[config.mk]
export PLATFORM = sky130hd
export DESIGN_NAME = pipeline_ctrl
export DESIGN_NICKNAME = d
export VERILOG_FILES = /design/src/rtl/pipe_pkg.sv /design/src/rtl/hazard_detect.sv /design/src/rtl/pipeline_ctrl.sv
export SDC_FILE = /design/constraint.sdc
export NUM_CORES = 1
export LEC_CHECK = 0
export CORE_MARGIN = 3
export CORE_UTILIZATION = 42
export CTS_BUF_LIST = sky130_fd_sc_hd__clkbuf_8
export CTS_CLUSTER_SIZE = 30
export DETAILED_ROUTE_END_ITERATION = 7
export PLACE_DENSITY_LB_ADDON = 0.1
export SLEW_MARGIN = 20
export SYNTH_ARGS = -nofsm -noshare
export SYNTH_HDL_FRONTEND = slang
export SYNTH_SLANG_ARGS = --single-unit
[constraint.sdc]
create_clock -name clock -period 2.1 [get_ports clock]
set_clock_uncertainty 0.05 [all_clocks]
set_input_delay 0.315 -clock clock [delete_from_list [all_inputs] [get_ports clock]]
set_output_delay 0.315 -clock clock [all_outputs]
set_load 0.02 [all_outputs]
[src/rtl/pipe_pkg.sv]
// Shared types and constants for the pipeline hazard/sequencing controller.
package pipe_pkg;

  localparam int unsigned REG_W  = 5;
  localparam int unsigned ADDR_W = 32;

  // Controller sequencing states
  typedef enum logic [1:0] {
    RUN   = 2'd0,
    DFILL = 2'd1,
    IFILL = 2'd2
  } pipeState_t;

  // Stage register enable/flush vector driven into the datapath
  typedef struct packed {
    logic pcWrite;
    logic ifIdWrite;
    logic idExWrite;
    logic exMemWrite;
    logic ifIdFlush;
    logic idExFlush;
    logic exMemFlush;
    logic memWbFlush;
  } stageCtrl_t;

  // Free-flowing pipeline: everything advances, nothing is squashed
  function automatic stageCtrl_t flowCtrl();
    stageCtrl_t c;
    c            = '0;
    c.pcWrite    = 1'b1;
    c.ifIdWrite  = 1'b1;
    c.idExWrite  = 1'b1;
    c.exMemWrite = 1'b1;
    return c;
  endfunction

  // Whole pipeline held while a data fill is outstanding; WB gets bubbles
  function automatic stageCtrl_t freezeCtrl();
    stageCtrl_t c;
    c            = '0;
    c.memWbFlush = 1'b1;
    return c;
  endfunction

endpackage

[src/rtl/hazard_detect.sv]
// Combinational load-use comparator between the ID/EX load and the IF/ID sources.
module hazard_detect #(
  parameter int unsigned REG_W = pipe_pkg::REG_W
) (
  input  logic [REG_W-1:0] ifIdRs,
  input  logic [REG_W-1:0] ifIdRt,
  input  logic             ifIdUsesRt,
  input  logic             idExMemRead,
  input  logic [REG_W-1:0] idExRt,
  output logic             loadUse_c
);

  // Register zero never carries a real dependency
  assign loadUse_c = idExMemRead && (idExRt != '0) &&
                     ((idExRt == ifIdRs) || (ifIdUsesRt && (idExRt == ifIdRt)));

endmodule

[src/rtl/pipeline_ctrl.sv]
// Hazard and sequencing controller for the 5-stage pipeline: stage enables/flushes,
// branch redirects, and I/D cache fill sequencing.
module pipeline_ctrl #(
  parameter int unsigned REG_W  = pipe_pkg::REG_W,
  parameter int unsigned ADDR_W = pipe_pkg::ADDR_W,
  parameter int unsigned CNT_W  = 32
) (
  input  logic              clock,
  input  logic              reset_n,
  input  logic [REG_W-1:0]  if_id_rs,
  input  logic [REG_W-1:0]  if_id_rt,
  input  logic              if_id_uses_rt,
  input  logic              id_ex_mem_read,
  input  logic [REG_W-1:0]  id_ex_rt,
  input  logic              branch_taken,
  input  logic [ADDR_W-1:0] branch_target,
  input  logic              icache_miss,
  input  logic              dcache_miss,
  input  logic              fill_done,
  output logic              pc_write,
  output logic              if_id_write,
  output logic              id_ex_write,
  output logic              ex_mem_write,
  output logic              if_id_flush,
  output logic              id_ex_flush,
  output logic              ex_mem_flush,
  output logic              mem_wb_flush,
  output logic              redirect_valid,
  output logic [ADDR_W-1:0] redirect_pc,
  output logic              fill_req,
  output logic              fill_is_data,
  output logic [CNT_W-1:0]  stall_cycles
);

  import pipe_pkg::*;

  pipeState_t  stateQ;
  pipeState_t  stateNext;
  stageCtrl_t  ctrl;

  logic              loadUse;
  logic              fillAccept;
  logic              frozen;
  logic              redirectValid;
  logic              useBranchPc;
  logic              latchRedirect;
  logic              clearPending;
  logic              setDPending;
  logic              clearDPending;
  logic              startFill;
  logic              startDataFill;

  logic              fillReqQ;
  logic              fillIsDataQ;
  logic              redirectPendingQ;
  logic [ADDR_W-1:0] redirectPcQ;
  logic              dPendingQ;
  logic [CNT_W-1:0]  stallQ;

  hazard_detect #(
    .REG_W (REG_W)
  ) u_hazard_detect (
    .ifIdRs      (if_id_rs),
    .ifIdRt      (if_id_rt),
    .ifIdUsesRt  (if_id_uses_rt),
    .idExMemRead (id_ex_mem_read),
    .idExRt      (id_ex_rt),
    .loadUse_c   (loadUse)
  );

  // A completion cannot coincide with the request that starts the fill
  assign fillAccept = fill_done && !fillReqQ;

  // Next-state and stage control decode
  always_comb begin
    stateNext     = stateQ;
    ctrl          = flowCtrl();
    frozen        = 1'b0;
    redirectValid = 1'b0;
    useBranchPc   = 1'b0;
    latchRedirect = 1'b0;
    clearPending  = 1'b0;
    setDPending   = 1'b0;
    clearDPending = 1'b0;
    startFill     = 1'b0;
    startDataFill = 1'b0;

    case (stateQ)
      RUN: begin
        if (dcache_miss) begin
          ctrl          = freezeCtrl();
          stateNext     = DFILL;
          startFill     = 1'b1;
          startDataFill = 1'b1;
        end else if (redirectPendingQ) begin
          // Branch resolved during an I-fill: steer fetch now that the fill is back
          redirectValid  = 1'b1;
          ctrl.ifIdFlush = 1'b1;
          clearPending   = 1'b1;
        end else if (branch_taken) begin
          redirectValid   = 1'b1;
          useBranchPc     = 1'b1;
          ctrl.ifIdFlush  = 1'b1;
          ctrl.idExFlush  = 1'b1;
          ctrl.exMemFlush = 1'b1;
        end else begin
          if (loadUse) begin
            ctrl.pcWrite   = 1'b0;
            ctrl.ifIdWrite = 1'b0;
            ctrl.idExFlush = 1'b1;
          end
          if (icache_miss) begin
            ctrl.pcWrite   = 1'b0;
            ctrl.ifIdWrite = 1'b0;
            stateNext      = IFILL;
            startFill      = 1'b1;
          end
        end
      end

      IFILL: begin
        ctrl.pcWrite   = 1'b0;
        ctrl.ifIdWrite = 1'b0;
        frozen         = dcache_miss || dPendingQ;
        if (frozen) begin
          // Hold ID/EX and EX/MEM intact until the data fill can be issued
          ctrl.idExWrite  = 1'b0;
          ctrl.exMemWrite = 1'b0;
          ctrl.memWbFlush = 1'b1;
          setDPending     = dcache_miss;
        end else begin
          ctrl.idExFlush = 1'b1;
          if (branch_taken) begin
            latchRedirect   = 1'b1;
            ctrl.ifIdFlush  = 1'b1;
            ctrl.exMemFlush = 1'b1;
          end
        end
        if (fillAccept) begin
          if (frozen) begin
            stateNext     = DFILL;
            startFill     = 1'b1;
            startDataFill = 1'b1;
            clearDPending = 1'b1;
          end else begin
            stateNext = RUN;
          end
        end
      end

      DFILL: begin
        ctrl = freezeCtrl();
        if (fillAccept) begin
          stateNext = RUN;
        end
      end

      default: begin
        stateNext = RUN;
      end
    endcase
  end

  // State, fill request, redirect latch and stall counter
  always_ff @(posedge clock or negedge reset_n) begin
    if (!reset_n) begin
      stateQ           <= RUN;
      fillReqQ         <= 1'b0;
      fillIsDataQ      <= 1'b0;
      redirectPendingQ <= 1'b0;
      redirectPcQ      <= '0;
      dPendingQ        <= 1'b0;
      stallQ           <= '0;
    end else begin
      stateQ      <= stateNext;
      fillReqQ    <= startFill;
      fillIsDataQ <= startFill && startDataFill;
      if (latchRedirect) begin
        redirectPendingQ <= 1'b1;
        redirectPcQ      <= branch_target;
      end else if (clearPending) begin
        redirectPendingQ <= 1'b0;
      end
      if (clearDPending) begin
        dPendingQ <= 1'b0;
      end else if (setDPending) begin
        dPendingQ <= 1'b1;
      end
      if (!ctrl.pcWrite && (stallQ != {CNT_W{1'b1}})) begin
        stallQ <= stallQ + CNT_W'(1);
      end
    end
  end

  // Drive the stage control vector and redirect onto the ports
  assign pc_write       = ctrl.pcWrite;
  assign if_id_write    = ctrl.ifIdWrite;
  assign id_ex_write    = ctrl.idExWrite;
  assign ex_mem_write   = ctrl.exMemWrite;
  assign if_id_flush    = ctrl.ifIdFlush;
  assign id_ex_flush    = ctrl.idExFlush;
  assign ex_mem_flush   = ctrl.exMemFlush;
  assign mem_wb_flush   = ctrl.memWbFlush;
  assign redirect_valid = redirectValid;
  assign redirect_pc    = useBranchPc ? branch_target : redirectPcQ;
  assign fill_req       = fillReqQ;
  assign fill_is_data   = fillIsDataQ;
  assign stall_cycles   = stallQ;

endmodule
==> summary.md <==
| Metric | Value |
|---|---|
| RSZ-0062 raised after global routing | `yes` |
| Hold path startpoint | `stall_cycles[23]` |
| WL final | `10,550 µm` |
| Num CTS Buffers | `9` |
| EDFF count, synth | `0` |
| Core box area | `8423 µm²` |
| CTS tree | `built` |
| Worst vdd ir | `737.2 µV` |
| Cell taking the most area after synthesis | `dfrtp_1` |
| PD cells | `1297 nW/µm²` |
| R2R Path Start | `stateQ[1]` |
| # DRC | `0` |
| Vias in the first global route | `3,473` |
| CP Depth | `6` |
| Run status | `finished, violations left` |
| Grt ovf | `0` |
| Arr. time, crit path | `2.05 ns` |
| Critical path class | `primary input to output pin` |
| Synth top cells by count | `dfrtp_1, mux2_2, nor2_1` |
| Layout fillers | `532` |
| Worst slew pin tran | `0.5368 ns` |
| Vias per std cell | `5.206` |
| Hold Crit Class | `flip-flop to flip-flop` |
| Crit Path Max Fanout | `8` |
| Final hold slack | `0.4414 ns` |
| Root Driver | `clkbuf_8` |
| Num Clock Sinks | `70` |
| Synth-to-Final Area Change | `75.95%` |
| Layout cells sized above 1 | `48.35%` |
| Slew Viols, Final | `0` |
| Crit start category | `primary input` |
| Die Ht | `100.3 µm` |
| Leakage Power | `3.073 nW` |
| Fmax | `0.4141 GHz` |
| Slew headroom | `64.13%` |
| Reg2reg path depth | `12` |
| Syn Nets | `383` |
| Crit-path cells | `clkdlybuf4s50_1 -> nor4bb_4 -> buf_4 -> buf_16 -> mux2_4 -> buf_6` |
| Sequential share of the synthesized area | `46.89%` |
| Synth async-reset ratio | `100.0%` |
| DP Wirelength | `6871 µm` |
| R2r endpoint | `stall_cycles[29]` |
| Initial antenna violation count | `0` |
| Number of max-cap violations | `0` |
| Worst path buffer plus inverter count | `4` |
| Tot Pwr | `8.529 mW` |
| Largest cells by area after synthesis | `dfrtp_1, mux2_2, xor2_1` |
| Overall global routing resource usage | `21.14%` |
| Reg area | `1752 µm²` |
| Synthesized area | `3736 µm²` |
| Diode count | `0` |
| Die X | `100.3 µm` |
| Clock-pin slew on the worst setup and hold paths | `0.08 ns` |
| Synth warn | `0` |
| Place WS | `-0.7546 ns` |
| CP max stage delay | `0.55 ns` |
| Die Footprint | `10,060 µm²` |
| Synthesized flop and latch total | `70` |
| Mean Syn Cell Area | `11.57 µm²` |
| Largest net degree at the start of global routing | `71` |
| Register-to-register setup slack | `-0.19 ns` |
| Required @ worst endpoint | `1.74 ns` |
| CP startpoint | `branch_taken` |
| Failing checks | `setup timing` |
| Initial DRC count | `83` |
| Final min period | `2.415 ns` |
| Floorplan row count | `33` |
| Area of the multi-input gates | `2440 µm²` |
| Final Worst Setup Slack | `-0.3150 ns` |
| Starting Density | `44.36%` |
| Distinct cell type count after synthesis | `47` |
| Share of the synthesized area in the top cell type | `46.89%` |
| Clk buf depth | `2` |
| Cell family with most CP delay | `buffers and inverters` |
| Drt first pass iters | `4` |
| Final hold violation count | `0` |
| Most common flop cell mapped by yosys | `dfrtp_1` |
| Worst-Skew Late Latency | `0.34 ns` |
| ANT nets after route | `0` |
| Final #Nets | `570` |
| Routed len/inst | `17.02 µm` |
| RePlAce Congestion | `0.7901` |
| Vias after detailed routing | `3,228` |
| Syn Inst Count | `323` |
| Crit path to | `redirect_pc[2]` |
| Endpoints failing setup | `68` |
| Final period util | `115.0%` |
| CTS H-tree lvls | `3` |
| Number of port buffers | `129` |
| Ports | `130` |
| Global-route wire length before repair | `17,030 µm` |
| Most frequent cell after synthesis | `dfrtp_1` |
| Worst Setup End Kind | `output pin` |
| Slowest CP cell | `clkdlybuf4s50_1` |
power breakdown:
part / switching [mW] / internal (mW) / total (mW)
sequential: 0.268 / 1.74 / 2.00
clock: 0.526 / 0.943 / 1.47
combinational: 2.24 / 2.82 / 5.06
final cells by class:
type / count / area share, %
sequential: 70 / 26.65
inverter: 9 / 0.5139
clock inverter: 6 / 2.018
tap: 105 / 1.998
multi-input combinational: 232 / 37.11
clock buffer: 10 / 2.094
timing repair buffer: 188 / 29.62
state kept, by name, summed over array words and instances, names as in the netlist:
| signal | flops |
|---|---|
| stall_cycles | 32 |
| fill_is_data | 1 |
| redirectPcQ | 32 |
| stateQ | 2 |
| fill_req | 1 |
| dPendingQ | 1 |
| redirectPendingQ | 1 |
metal layers:
layer	up-vias	GRT usage, %	part of all wire, %
li1	1521	-	-
met5	-	0	0
met1	1599	27.57	42
met2	94	34.91	50
met4	0	7.150	1.4
met3	14	4.587	5.8
cells in the final DEF, fill, tap and decap left out, types with 2 or more instances in the layout:
cell / n
nor3_1: 2
nand4_1: 8
buf_4: 37
a21oi_1: 3
clkdlybuf4s50_1: 83
dlygate4sd2_1: 3
nor2_1: 10
nor3_2: 4
nand4_2: 3
a31oi_1: 2
and4_1: 2
inv_2: 2
buf_16: 2
a21oi_4: 2
xor2_1: 22
nor4_4: 4
xnor2_1: 13
nor3_4: 11
buf_12: 6
or4_4: 2
xnor2_2: 5
ha_4: 2
buf_6: 51
nand3_1: 14
nor2_4: 10
clkbuf_8: 10
bufinv_16: 4
buf_2: 3
inv_1: 8
nor2_2: 9
nand2_1: 12
ha_1: 3
mux2_4: 33
dfrtp_1: 70
mux2_2: 33
worst reg2reg max path: cells and delay by family, from the launching register on:
kind            cells  cell delay, ns
compound gates      1            0.15
xor+xnor            1            0.14
fa+ha+maj           1            0.15
buf+inv             5            0.66
flops               1            0.40
simple gates        4            0.64
cells by family (layout without fill, tap and decap cells):
| logic type | count (synthesis) | count (layout) | share of synthesized area (%) |
|---|---|---|---|
| compound gates | 17 | 17 | 3.550 |
| xor+xnor | 40 | 40 | 9.779 |
| fa+ha+maj | 5 | 5 | 1.674 |
| buf+inv | 21 | 213 | 2.713 |
| flops | 70 | 70 | 46.89 |
| mux | 66 | 66 | 19.89 |
| simple gates | 104 | 104 | 15.51 |
metrics by stage:
step	area (µm²)	instances	setup TNS [ns]	util, %
2_1_floorplan	3767	323	-0.01639	-
3_3_place_gp	5473	586	-42.15	64.97
3_5_place_dp	5473	586	-45.14	64.97
4_1_cts	6384	621	-12.64	75.79
5_1_grt	6574	620	-17.50	78.05
6_report	6574	620	-12.13	78.05
worst min-delay path by stage:
| stage | to | slack, ns | depth (start not counted) |
|---|---|---|---|
| floorplan | dPendingQ | -0.03 | 0 |
| global placement | fill_is_data | 0.32 | 2 |
| detailed placement | fill_is_data | 0.32 | 2 |
| CTS | stall_cycles[23] | 0.45 | 1 |
| global route | stall_cycles[23] | 0.47 | 1 |
| finish | stall_cycles[23] | 0.44 | 1 |
repair_timing:
action	CTS	global route
endpoints found under the setup margin	99	104
pin swaps	18	24
hold endpoints to repair	70	0
buffers inserted	14	5
gates cloned	4	1
hold buffers	1	0
gates resized for setup	326	56
Power figures use the tool's default switching activity.
